==> config.mk <==
export PLATFORM = sky130hd
export DESIGN_NAME = game_seq
export DESIGN_NICKNAME = d
export VERILOG_FILES = /design/src/rtl/game_seq_pkg.sv /design/src/rtl/game_seq_key.sv /design/src/rtl/game_seq.sv
export SDC_FILE = /design/constraint.sdc
export NUM_CORES = 1
export LEC_CHECK = 0
export CORE_MARGIN = 4
export CORE_UTILIZATION = 49
export CTS_CLUSTER_SIZE = 30
export DETAILED_ROUTE_END_ITERATION = 12
export PLACE_DENSITY = 0.74
export REMOVE_ABC_BUFFERS = 1
export SYNTH_ARGS = -nofsm -noshare
export SYNTH_HDL_FRONTEND = slang
export SYNTH_SLANG_ARGS = --single-unit
==> constraint.sdc <==
create_clock -name clk -period 3.65 [get_ports clk]
set_input_delay 0.73 -clock clk [delete_from_list [all_inputs] [get_ports clk]]
set_output_delay 0.73 -clock clk [all_outputs]
set_load 0.1 [all_outputs]
==> src/rtl/game_seq_pkg.sv <==
// Shared types and defaults for the game sequencer: state encoding,
// parameter defaults and the saturating BCD score increment.
package game_seq_pkg;

  typedef enum logic [2:0] {
    ST_IDLE  = 3'd0,
    ST_SERVE = 3'd1,
    ST_PLAY  = 3'd2,
    ST_PAUSE = 3'd3,
    ST_OVER  = 3'd4
  } state_e;

  localparam int SERVE_FRAMES_DEF    = 60;
  localparam int DEBOUNCE_FRAMES_DEF = 3;
  localparam int LIVES_DEF           = 3;

  // Two-digit BCD increment that sticks at 99.
  function automatic logic [7:0] bcd_inc_sat(input logic [7:0] v);
    logic [7:0] r;
    if (v == 8'h99)            r = v;
    else if (v[3:0] == 4'd9)   r = {v[7:4] + 4'd1, 4'd0};
    else                       r = {v[7:4], v[3:0] + 4'd1};
    return r;
  endfunction

endpackage

==> src/rtl/game_seq_key.sv <==
// One-key debouncer: samples on the frame tick, accepts a new level after
// DEBOUNCE_FRAMES consecutive differing samples, and flags the 0->1 change.
module key_debounce
  import game_seq_pkg::*;
#(
  parameter int DEBOUNCE_FRAMES = DEBOUNCE_FRAMES_DEF
) (
  input  logic clk,
  input  logic rst_n,
  input  logic tick_i,
  input  logic key_i,
  output logic level_o,
  output logic rise_o
);

  localparam int CW = (DEBOUNCE_FRAMES > 1) ? $clog2(DEBOUNCE_FRAMES) : 1;
  localparam logic [CW-1:0] LAST = CW'(DEBOUNCE_FRAMES - 1);

  logic          level_q, level_d;
  logic          rise_q, rise_d;
  logic [CW-1:0] cnt_q, cnt_d;

  always_comb begin
    level_d = level_q;
    cnt_d   = cnt_q;
    rise_d  = 1'b0;
    if (tick_i) begin
      if (key_i != level_q) begin
        if (cnt_q == LAST) begin
          level_d = key_i;
          cnt_d   = '0;
          rise_d  = key_i;
        end else begin
          cnt_d = cnt_q + CW'(1);
        end
      end else begin
        cnt_d = '0;
      end
    end
  end

  // NOTE: state registers use non-blocking assignments so every flop samples
  // pre-edge values; blocking here would create order-dependent simulation.
  always_ff @(posedge clk or negedge rst_n) begin
    if (!rst_n) begin
      level_q <= 1'b0;
      rise_q  <= 1'b0;
      cnt_q   <= '0;
    end else begin
      level_q <= level_d;
      rise_q  <= rise_d;
      cnt_q   <= cnt_d;
    end
  end

  assign level_o = level_q;
  assign rise_o  = rise_q;

endmodule

==> src/rtl/game_seq.sv <==
// Game flow sequencer: frame tick from vsync, debounced keys, and the
// IDLE/SERVE/PLAY/PAUSE/OVER state machine with BCD score and lives.
module game_seq
  import game_seq_pkg::*;
#(
  parameter int SERVE_FRAMES    = SERVE_FRAMES_DEF,
  parameter int DEBOUNCE_FRAMES = DEBOUNCE_FRAMES_DEF,
  parameter int LIVES           = LIVES_DEF
) (
  input  logic       clk,
  input  logic       reset,
  input  logic       vsync,
  input  logic [3:0] keys,
  input  logic       ball_miss,
  input  logic       brick_hit,
  output logic [2:0] state,
  output logic       ball_en,
  output logic       ball_reset,
  output logic       paddle_en,
  output logic       paddle_left,
  output logic       paddle_right,
  output logic [7:0] score,
  output logic [1:0] lives,
  output logic       game_over
);

  localparam int SW = (SERVE_FRAMES > 1) ? $clog2(SERVE_FRAMES) : 1;
  localparam logic [SW-1:0] SERVE_LAST = SW'(SERVE_FRAMES - 1);
  localparam logic [1:0]    LIVES_INIT = 2'(LIVES);

  state_e        state_q, state_d;
  logic [7:0]    score_q, score_d;
  logic [1:0]    lives_q, lives_d;
  logic [SW-1:0] serve_q, serve_d;
  logic [1:0]    vs_q;
  logic          frame_tick;
  logic [3:0]    key_lvl, key_rise;
  logic          start_press, pause_press;
  logic          unused_keys;

  assign frame_tick  = vs_q[0] & ~vs_q[1];
  assign start_press = key_rise[0];
  assign pause_press = key_rise[1];
  assign unused_keys = ^{key_lvl[1:0], key_rise[3:2]};

  for (genvar i = 0; i < 4; i++) begin : g_key
    key_debounce #(.DEBOUNCE_FRAMES(DEBOUNCE_FRAMES)) u_key (
      .clk    (clk),
      .rst_n  (reset),
      .tick_i (frame_tick),
      .key_i  (keys[i]),
      .level_o(key_lvl[i]),
      .rise_o (key_rise[i])
    );
  end

  // NOTE: every signal gets a default before the case so no path leaves one
  // unassigned, which would otherwise infer a latch.
  always_comb begin
    state_d = state_q;
    score_d = score_q;
    lives_d = lives_q;
    serve_d = '0;
    case (state_q)
      ST_IDLE, ST_OVER: begin
        if (start_press) begin
          state_d = ST_SERVE;
          lives_d = LIVES_INIT;
          score_d = '0;
        end
      end
      ST_SERVE: begin
        serve_d = serve_q;
        if (frame_tick) begin
          if (serve_q == SERVE_LAST) state_d = ST_PLAY;
          else                       serve_d = serve_q + SW'(1);
        end
      end
      ST_PLAY: begin
        if (brick_hit) score_d = bcd_inc_sat(score_q);
        // A miss overrides a simultaneous pause request.
        if (ball_miss) begin
          if (lives_q > 2'd1) begin
            lives_d = lives_q - 2'd1;
            state_d = ST_SERVE;
          end else begin
            lives_d = 2'd0;
            state_d = ST_OVER;
          end
        end else if (pause_press) begin
          state_d = ST_PAUSE;
        end
      end
      ST_PAUSE: begin
        if (pause_press) state_d = ST_PLAY;
      end
      default: state_d = ST_IDLE;
    endcase
  end

  always_ff @(posedge clk or negedge reset) begin
    if (!reset) begin
      state_q <= ST_IDLE;
      score_q <= '0;
      lives_q <= '0;
      serve_q <= '0;
      vs_q    <= '0;
    end else begin
      state_q <= state_d;
      score_q <= score_d;
      lives_q <= lives_d;
      serve_q <= serve_d;
      vs_q    <= {vs_q[0], vsync};
    end
  end

  assign state        = state_q;
  assign score        = score_q;
  assign lives        = lives_q;
  assign ball_en      = (state_q == ST_PLAY);
  assign ball_reset   = (state_q == ST_SERVE);
  assign paddle_en    = (state_q == ST_SERVE) || (state_q == ST_PLAY);
  assign game_over    = (state_q == ST_OVER);
  assign paddle_left  = key_lvl[2] & paddle_en;
  assign paddle_right = key_lvl[3] & paddle_en;

endmodule
==> reports/qor.yml <==
synth_xor_area_frac: 0.0194
path_buf_inv: 2
synth-compound-area-share: 0.146
die_width_um: 68.7
h-tree-depth: 2
critPathLaunchType: "register"
synth_top_cell_area_share: 0.485
ir_drop_uv: 518
via_count: 1405
antenna_found_initial: 0
worstHoldPathType: "reg -> reg"
drc: 0
grt_use_total: 0.188
route.met3.wl_um: 165
synth-edff-count: 0
insertion_delay_ns: 0.29
slowest_delay_ns: 0.50
yosysSeqAreaShare: 0.485
worstSetupEndpointType: "output pin"
maxCapViolCount: 0
required_ns: 2.92
cts_tree: "done"
grt_pass1_wl_um: 6670
status: "finished, final reports clean"
drtPass1Iterations: 4
synth_top_family_by_area: "simple AND/OR/NAND/NOR gates"
setup_violations: 0
pin_count: 28
drt-met1-wl_um: 1670
clock_skew_ns: 0.00992
leakagePower_nw: 0.925
hold_viol: 0
ant_nets: 0
rows: 21
tightest_slew_ns: 0.981
start_util: 0.525
vias_per_cell: 5.83
cts_resized: 0
path_max_fanout: 10
top_layer: "met4"
avgSynthCellArea_um2: 10.8
drive_above_1_share: 0.128
numCtsBuffers: 5
worstSetupPathType: "reg -> out"
hpwlAfterDp_um: 2750
synth.distinct_cells: 45
utilization: 0.630
cts_root_buf: "clkbuf_8"
numClockSinks: 35
fmax_mhz: 366
port_buffers: 27
grt_pass1_vias: 1500
nets: 209
rsz0062_at_grt: "no"
dp_cells: 234
met2_length_um: 1890
core_area_um2: 3440
critPathTopFamily: "simple AND/OR/NAND/NOR gates"
powerDensity_nw_per_um2: 710
synth.mux.area_fraction: 0.0665
wl_um: 3760
synth_ff_type: "dfrtp_1"
post-route-period-util: 0.749
synth_simple_gate_area_share: 0.209
postCtsHoldBufs: 0
areaGrowthSynthToFinish_pct: 20.1
fin_crit_ns: 2.73
syn_inst: 167
yosys-top-cells-area: "dfrtp_1 48%, mux2_2 5.0%, ha_1 3.5%, nand2_1 2.7%, nand3b_1 2.5%"
final_max_slew_viol_count: 0
grt_overflow: 0
clock_path_buffers: 2
slew_headroom: 0.344
wire_per_inst_um: 15.6
path_cells: "or3b_1, inv_1, nor2_1, nor2b_1, buf_4"
syn_area_um2: 1810
num_antenna_cells: 0
synth_seq_cells: 35
worstPathArrival_ns: 2.00
ys_top_cells_by_count: "35 x dfrtp_1, 13 x nand2_1, 8 x a21oi_1, 8 x mux2_2, 8 x nand3_1"
totalPowerFinal_mw: 1.54
gp_congestion: 0.857
cp_slowest_cell: "or3b_1"
post_cts_buffers: 0
initialDrtViolationCount: 226
yosysMostFrequentCell: "dfrtp_1"
async_reset_ff_frac: 1.00
grt_max_degree: 36
yosys.area_share.adder: 0.0346
yosysTopAreaCell: "dfrtp_1"
yosysWarnings: 0
die_h_um: 68.7
stdcell_count: 241
clk_pin_slew_ns: 0.07
die_area_um2: 4720
## worst paths after layout
check,startpoint,to,slack (ns),cells after the start
max,state[0]$_DFFE_PN0P_,paddle_right,0.92,5
min,vs_q[0]$_DFF_PN0_,vs_q[1]$_DFF_PN0_,0.45,0
max reg2reg,state[0]$_DFFE_PN0P_,score[7]$_DFFE_PN0P_,1.93,3
min reg2reg,vs_q[0]$_DFF_PN0_,vs_q[1]$_DFF_PN0_,0.45,0
max in group asynchronous,reset,g_key[1].u_key.cnt_q[0]$_DFFE_PN0N_,2.47,2
min in group asynchronous,reset,serve_q[3]$_DFFE_PN0P_,0.85,2
## worst register-to-register path, stage by stage (launching register included)
cell and delay [ns]:
dfrtp_1 0.47, nand4bb_1 0.51, or4_1 0.60, nand3_1 0.08
## stage by stage
stage	worst slack (ns)	hold WS, ns	cell area (um2)	setup TNS (ns)
floorplan	-0.795	0.407	1760	-1.64
global placement	1.29	0.421	2080	0
detailed placement	1.25	0.440	2080	0
CTS	0.914	0.456	2170	0
global route	0.809	0.487	2170	0
finish	0.917	0.454	2170	0
## cell type report
class                           instances  area, um2
Tap cell                               46       57.6
Multi-Input combinational cell        118        860
Clock inverter                          1       5.00
Inverter                                7       26.3
Sequential cell                        35        876
Fill cell                             298       1270
Timing Repair Buffer                   28        263
Clock buffer                            6       82.6
## where the power goes
group	total, mW	internal, mW	leakage (nW)	switching [mW]
sequential	0.585	0.482	0.446	0.103
clock	0.284	0.148	0.0470	0.136
combinational	0.672	0.200	0.431	0.472
## cell families after synthesis
logic type	count (synthesis)
simple gates	62
compound gates	36
flops	35
buf+inv	14
mux	11
fa+ha+maj	5
xor+xnor	4
## state kept, by name, summed over array words and instances (netlist names)
signal and flops:
g_key.u_key.cnt_q 8, score 8, serve_q 6, vs_q 2, lives 2, state 3, g_key.u_key.rise_o 2, g_key.u_key.level_o 4
## cells in the final DEF, fill, tap and decap left out, types with 4 or more instances in the layout
| cell | n |
|---|---|
| a21oi_1 | 8 |
| buf_4 | 7 |
| clkbuf_8 | 6 |
| clkdlybuf4s50_1 | 21 |
| dfrtp_1 | 35 |
| ha_1 | 5 |
| inv_1 | 6 |
| mux2_2 | 8 |
| nand2_1 | 13 |
| nand3_1 | 8 |
| nand3b_1 | 6 |
| nor3_1 | 4 |
| nor3b_1 | 4 |
| o211ai_1 | 4 |
| o21ai_0 | 4 |
| xnor2_1 | 4 |
## routing by layer
metal	global-route usage	up-vias
met2	0.329	28
met5	0	-
met4	0.0608	0
met1	0.224	696
met3	0.0502	5
li1	-	676
Power figures use the tool's default switching activity.
